$ cat src/rtl/uart_pkg.sv
// -----------------------------------------------------------------------------
// uart_pkg -- definitions shared by the UART transmitter, the baud generator
// and the receiver.
//
// Contents:
//   DEFAULT_DATA_BITS  data bits per frame when the instance does not override
//   DEFAULT_STOP_BITS  stop bit periods per frame when not overridden
//   BAUD_DIVISOR       CLKIN cycles per bit period produced by the baud generator
//   uart_state_t       transmitter FSM state encoding
// -----------------------------------------------------------------------------
`timescale 1ns/1ps

package uart_pkg;

    localparam int DEFAULT_DATA_BITS = 8;
    localparam int DEFAULT_STOP_BITS = 1;
    localparam int BAUD_DIVISOR      = 415;

    // Fixed encodings so that logic elsewhere comparing raw state values keeps
    // working if members are ever reordered.
    typedef enum logic [2:0] {
        ST_IDLE   = 3'd0,
        ST_SYNC   = 3'd1,
        ST_START  = 3'd2,
        ST_DATA   = 3'd3,
        ST_PARITY = 3'd4,
        ST_STOP   = 3'd5
    } uart_state_t;

endpackage : uart_pkg

$ cat src/rtl/uart_tx.sv
// -----------------------------------------------------------------------------
// uart_tx -- serial transmitter, LSB first, one bit per baud tick.
//
// A byte offered with valid while ready is high is captured; the frame waits
// for the next baud tick (SYNC) and then sends start, DATA_BITS data bits,
// optional even parity and STOP_BITS stop periods, each one baud period long.
//
// Parameters:
//   DATA_BITS  data bits per frame (5..8)
//   STOP_BITS  stop bit periods (1..2)
//
// Ports:
//   CLKIN   in   clock, all state changes on its rising edge
//   RESETN  in   asynchronous active-low reset
//   baud    in   one-cycle bit-period tick from the baud generator
//   data    in   byte to send; bits above DATA_BITS-1 are ignored
//   valid   in   data holds a byte to send
//   ready   out  high while idle; accept happens on valid & ready
//   tx      out  serial line, idles high
//   done    out  one-cycle pulse at the end of the last stop period
//
// Build option:
//   UART_TX_PARITY_EN  when defined, an even parity bit is sent between the
//                      data bits and the stop bits.
// -----------------------------------------------------------------------------
`timescale 1ns/1ps

module uart_tx
    import uart_pkg::*;
#(
    parameter int DATA_BITS = DEFAULT_DATA_BITS,
    parameter int STOP_BITS = DEFAULT_STOP_BITS
) (
    input  logic       CLKIN,
    input  logic       RESETN,
    input  logic       baud,
    input  logic [7:0] data,
    input  logic       valid,
    output logic       ready,
    output logic       tx,
    output logic       done
);

    // A limit of 1 would give a zero-width counter, so keep at least one bit.
    localparam int BIT_CNT_W  = (DATA_BITS > 1) ? $clog2(DATA_BITS) : 1;
    localparam int STOP_CNT_W = (STOP_BITS > 1) ? $clog2(STOP_BITS) : 1;

    localparam logic [BIT_CNT_W-1:0]  BIT_LAST  = BIT_CNT_W'(DATA_BITS - 1);
    localparam logic [STOP_CNT_W-1:0] STOP_LAST = STOP_CNT_W'(STOP_BITS - 1);

    uart_state_t             state_reg;
    logic [DATA_BITS-1:0]    shreg_reg;
    logic [BIT_CNT_W-1:0]    bit_cnt_reg;
    logic [STOP_CNT_W-1:0]   stop_cnt_reg;
    logic                    tx_reg;
    logic                    done_reg;

`ifdef UART_TX_PARITY_EN
    logic                    parity_reg;

    function automatic logic even_parity(input logic [DATA_BITS-1:0] d);
        return ^d;
    endfunction
`endif

    // Upper data bits are deliberately dropped for narrow frames.
    generate
        if (DATA_BITS < 8) begin : g_data_unused
            logic unused_data_hi;
            assign unused_data_hi = ^data[7:DATA_BITS];
        end
    endgenerate

    always_ff @(posedge CLKIN or negedge RESETN) begin
        if (!RESETN) begin
            state_reg    <= ST_IDLE;
            shreg_reg    <= '0;
            bit_cnt_reg  <= '0;
            stop_cnt_reg <= '0;
            tx_reg       <= 1'b1;
            done_reg     <= 1'b0;
`ifdef UART_TX_PARITY_EN
            parity_reg   <= 1'b0;
`endif
        end else begin
            done_reg <= 1'b0;
            case (state_reg)
                // baud is ignored here so a tick coinciding with the accept
                // edge cannot start the frame early.
                ST_IDLE: begin
                    tx_reg <= 1'b1;
                    if (valid) begin
                        shreg_reg    <= data[DATA_BITS-1:0];
                        bit_cnt_reg  <= '0;
                        stop_cnt_reg <= '0;
`ifdef UART_TX_PARITY_EN
                        // Captured now because the shift register is consumed
                        // by the time the parity bit goes out.
                        parity_reg   <= even_parity(data[DATA_BITS-1:0]);
`endif
                        state_reg    <= ST_SYNC;
                    end
                end
                ST_SYNC: begin
                    if (baud) begin
                        tx_reg    <= 1'b0;
                        state_reg <= ST_START;
                    end
                end
                ST_START: begin
                    if (baud) begin
                        tx_reg    <= shreg_reg[0];
                        shreg_reg <= shreg_reg >> 1;
                        state_reg <= ST_DATA;
                    end
                end
                ST_DATA: begin
                    if (baud) begin
                        if (bit_cnt_reg != BIT_LAST) begin
                            tx_reg      <= shreg_reg[0];
                            shreg_reg   <= shreg_reg >> 1;
                            bit_cnt_reg <= bit_cnt_reg + 1'b1;
                        end else begin
`ifdef UART_TX_PARITY_EN
                            tx_reg    <= parity_reg;
                            state_reg <= ST_PARITY;
`else
                            tx_reg    <= 1'b1;
                            state_reg <= ST_STOP;
`endif
                        end
                    end
                end
`ifdef UART_TX_PARITY_EN
                ST_PARITY: begin
                    if (baud) begin
                        tx_reg    <= 1'b1;
                        state_reg <= ST_STOP;
                    end
                end
`endif
                ST_STOP: begin
                    if (baud) begin
                        if (stop_cnt_reg == STOP_LAST) begin
                            stop_cnt_reg <= '0;
                            done_reg     <= 1'b1;
                            state_reg    <= ST_IDLE;
                        end else begin
                            stop_cnt_reg <= stop_cnt_reg + 1'b1;
                        end
                    end
                end
                default: begin
                    tx_reg    <= 1'b1;
                    state_reg <= ST_IDLE;
                end
            endcase
        end
    end

    assign ready = (state_reg == ST_IDLE);
    assign tx    = tx_reg;
    assign done  = done_reg;

endmodule : uart_tx

$ cat config.mk
export PLATFORM = sky130hd
export DESIGN_NAME = uart_tx
export DESIGN_NICKNAME = d
export VERILOG_FILES = /design/src/rtl/uart_pkg.sv /design/src/rtl/uart_tx.sv
export SDC_FILE = /design/constraint.sdc
export NUM_CORES = 1
export LEC_CHECK = 0
export ABC_CLOCK_PERIOD_IN_PS = 2100
export CAP_MARGIN = 20
export CORE_MARGIN = 4
export CORE_UTILIZATION = 29
export CTS_BUF_LIST = sky130_fd_sc_hd__clkbuf_8
export CTS_CLUSTER_DIAMETER = 50
export DETAILED_ROUTE_END_ITERATION = 16
export HOLD_SLACK_MARGIN = 0.12
export PLACE_DENSITY_LB_ADDON = 0.25
export SYNTH_ARGS = -nofsm -noshare
export SYNTH_HDL_FRONTEND = slang
export SYNTH_SLANG_ARGS = --single-unit
$ cat constraint.sdc
create_clock -name CLKIN -period 2.1 [get_ports CLKIN]
set_input_delay 0.42 -clock CLKIN [delete_from_list [all_inputs] [get_ports CLKIN]]
set_output_delay 0.42 -clock CLKIN [all_outputs]
set_load 0.005 [all_outputs]
# Word-level counts from Yosys, hierarchy flattened
# Cells that the tools add are included.
# op_classes
add_sub_neg,2
bitwise_logic,1
mux,29
n_eq_ne,13
reduce_logical,9
# op_table
cell,n
two-way mux 8 bit,4
two-way mux 3 bit,10
case mux 8 bit (3 select lines),1
"inequality test 2 bit, second input constant",8
case mux 3 bit (5 select lines),1
two-way mux 1 bit,10
AND reduction 4 bit,2
AND reduction 7 bit,1
"equality test 3 x 2 -> 1 bit, second input constant",2
case mux 3 bit (2 select lines),1
AND reduction 5 bit,1
case mux 1 bit (4 select lines),1
nonzero test 2 bit,2
"adder 3 x 1 -> 3 bit, second input constant",1
"equality test 3 x 1 -> 1 bit, second input constant",1
"equality test 3 bit, second input constant",1
logical NOT 3 bit,1
"inequality test 3 bit, second input constant",1
AND reduction 3 bit,1
nonzero test 3 bit,1
case mux 1 bit (2 select lines),1
"adder 1 bit, second input constant",1
NOT 1 bit,1
# totals
ff_bits,17
output_inout_bits,3

# Longest topological paths before layout
# logic_depth
depth_word,4
mapped_depth,5

# Worst setup path before layout
# No wires, ideal clock.
# synth_timing
path_type,flip-flop to flip-flop
from,register bit_cnt_reg[0]
to,register shreg_reg[0]
setup_slack_ns,0.383
t_arrival_ns,1.593
setup_ns,0.125
period_less_slack_ns,1.717
path_stages_with_launch,5
cell_sequence,dfrtp_1 ha_1 ha_1 o32ai_4 mux2_2
# synth_between
elab_chain_cells,3
# synth_rtl
item,line,source
start: declaration,uart_tx.sv:53,logic [BIT_CNT_W-1:0] bit_cnt_reg;
start signal: assignment,uart_tx.sv:122,bit_cnt_reg <= bit_cnt_reg + 1'b1;
inequality test 3 bit,uart_tx.sv:119,if (bit_cnt_reg != BIT_LAST) begin
inequality test 2 bit (no line),-,
AND reduction 5 bit (no line),-,
end signal: assignment,uart_tx.sv:93,shreg_reg <= data[DATA_BITS-1:0];
end signal: assignment,uart_tx.sv:113,shreg_reg <= shreg_reg >> 1;
end signal: assignment,uart_tx.sv:121,shreg_reg <= shreg_reg >> 1;
end: declaration,uart_tx.sv:52,logic [DATA_BITS-1:0] shreg_reg;
# No other way between the ends.
# A chain may end at the register's enable or synchronous reset.

# Worst setup path in the final report
# layout_timing
from,register state_reg[1]
to,output port ready
# layout_between
elab_chain_cells,1
# layout_rtl
item,line,source
start: declaration,uart_tx.sv:51,uart_state_t state_reg;
start signal: assignment,uart_tx.sv:76,state_reg <= ST_IDLE;
start signal: assignment,uart_tx.sv:101,state_reg <= ST_SYNC;
start signal: assignment,uart_tx.sv:107,state_reg <= ST_START;
logical NOT 3 bit,uart_tx.sv:161,assign ready = (state_reg == ST_IDLE);
end: declaration,uart_tx.sv:39,"output logic ready,"
# No other way between the ends.

==> qor.txt <==
Initial antenna violation count = 0
Crit path DAT = 1500 ps
CP Class = register to primary output
Yosys top cell area share = 0.438
Wire length per cell = 13.3 um
Root buf cell = clkbuf_8
Hold Fails Final Rpt = 0
Outcome = finished clean
DP Area = 0.00104 mm^2
Sink Count = 16
# rows = 19
Relative slew slack = 0.631
Drt pass-1 iters = 3
N_diodes = 0
Post-DP HPWL = 1.13 mm
Slowest CP cell = clkdlybuf4s50_1
Area delta synth->final = 28.3%
Detail Route Antenna Nets = 0
Crit-path max FO = 12
Post-CTS Resized = 0
LEAKAGE = 0.478 nW
Flop pwr share = 0.368
Maximum vdd ir drop = 0.000735 V
CTS Hold Bufs = 0
Dpl ws = 40.1 ps
Gpl congestion = 0.747
Die ar. = 0.00389 mm^2
Largest register FFs = 8
Total CTS buffers = 3
Sw Pwr = 0.434 mW
Met3 WL = 86 um
First-pass GRT wire length = 2.82 mm
Synth Instances = 71
Area contributors post-synth = dfrtp_1 (44%), mux2_2 (20%), o32ai_4 (3.2%)
Port bufs = 14
Final Util = 0.395
Switching Share = 0.307
Wl on met1 = 743 um
Synth async-reset ratio = 1.00
TritonCTS clock tree = yes
Worst Setup End Kind = primary output
Routed WL = 1.58 mm
Io pins = 15
Fin cells = 119
Vias/cell = 4.93
Post-synthesis register bit count = 16
Max-slew violation count = 0
Combinational Power Share = 0.440
Share of the yosys chip area belonging to registers = 0.469
Core Area = 0.00278 mm^2
NumNets Final = 103
DRT iter0 DRCs = 28
Worst skew pair latency = 250 ps
Share of cells above drive strength 1 = 0.307
Via count = 587
Die height = 62.4 um
Vias in the first global route = 597
CP top delay family = buffers and inverters
Crit path buf inv count = 1
Post-synth EDFFs = 0
Minimum clock period = 1920 ps
Syn Area/Cell = 12.1 um^2
GRT Util Overall = 0.0911
Cell variety after synth = 29
Final instance area = 0.00110 mm^2
H-tree level count = 1
Most frequent cells in the layout = mux2_2 (15), dfrtp_1 (15), clkdlybuf4s50_1 (14)
Starting density of the core = 0.308
Post-Place Cells = 115
Yosys top cell by area = dfrtp_1
Dominant synthesized flop cell = dfrtp_1
Top Metal Used = met4
Power Density = 1290 mW/mm^2
Internal power = 0.980 mW
Total grt overflow = 0
Power Total = 1.41 mW
Max_cap viols = 0
DRC = 0
Post-CTS Setup Bufs = 0
Met2 wire length = 743 um
CP Cell Sequence = nor3_1 -> clkdlybuf4s50_1
Critical Path Start Type = register
Final worst-path cycle share = 0.914
Largest net degree at the start of global routing = 17
Final hold slack = 487 ps
Clock Skew = 2.79 ps
Die Wd = 62.4 um
Syn Std Cell Area = 857 um^2
Final setup viols = 0
RSZ-0062 raised after global routing = no
Synth Warn # = 0
Delay of the slowest cell on the worst path = 530 ps
Net Count, Synth = 85
CTS Buffer Depth = 2
Worst Path Required = 1680 ps
Worst min path class = input port to async pin
Power share of the clock group = 0.192
Fmax = 521 MHz
Clk slew on worst S/H paths = 70 ps
Post-route setup slack = 181 ps
Slew @ Worst Pin = 553 ps
Fin Setup TNS = 0 ps
Yosys cell counts, types with 2 or more instances:
| cell type | count |
|---|---|
| dfrtp_1 | 15 |
| mux2_2 | 15 |
| a21oi_1 | 4 |
| nand2_1 | 3 |
| nor3_1 | 3 |
| a22o_1 | 2 |
| buf_2 | 2 |
| ha_1 | 2 |
| inv_1 | 2 |
| mux2i_1 | 2 |
| nor2_1 | 2 |
| o21ai_0 | 2 |
final timing paths:
kind	start	to	slack [ps]	depth (start not counted)
max in group asynchronous	RESETN	tx$_DFFE_PN1P_	1360	2
setup / recovery	state_reg[1]$_DFFE_PN0P_	ready	180	2
hold reg to reg	tx$_DFFE_PN1P_	tx$_DFFE_PN1P_	500	2
setup reg to reg	bit_cnt_reg[0]$_DFFE_PN0P_	shreg_reg[6]$_DFFE_PN0P_	310	5
min in group CLKIN	tx$_DFFE_PN1P_	tx$_DFFE_PN1P_	500	2
hold / removal	RESETN	shreg_reg[7]$_DFFE_PN0P_	490	2
worst register-to-register path, cell delays in order, from the launching register on:
cell,delay [ps]
dfrtp_1,390
ha_1,200
ha_1,270
o32ai_4,320
buf_12,160
mux2_2,330
power by group through the flow:
stage | clock network [mW] | logic, mW | registers, mW
after floorplan | 0 | 0.514 | 0.483
after global placement | 0 | 0.616 | 0.523
after detailed placement | 0 | 0.628 | 0.527
after CTS | 0.279 | 0.637 | 0.522
after global routing | 0.293 | 0.701 | 0.542
final | 0.271 | 0.622 | 0.520
kinds of logic (layout without fill, tap and decap cells):
group / after synthesis / count (layout) / synth area share
adder cells (fa/ha/maj): 2 / 2 / 0.0292
multiplexers: 17 / 17 / 0.220
AO/OA/AOI/OAI: 13 / 13 / 0.127
flip-flops: 16 / 16 / 0.469
buffers and inverters: 7 / 24 / 0.0482
AND/OR/NAND/NOR: 16 / 16 / 0.107
routing by layer:
metal,global-route usage,up-vias
met5,0,-
met3,0.0432,2
met1,0.122,284
li1,-,287
met4,0.0239,0
met2,0.131,14
area by class of cell:
cell class	instances	area, um^2
sequential	16	402
timing repair buffer	18	183
fill	288	1680
tap	31	38.8
inverter	2	7.51
multi-input combinational	48	414
clock buffer	4	55.1
(Power assumes the default switching activity.)
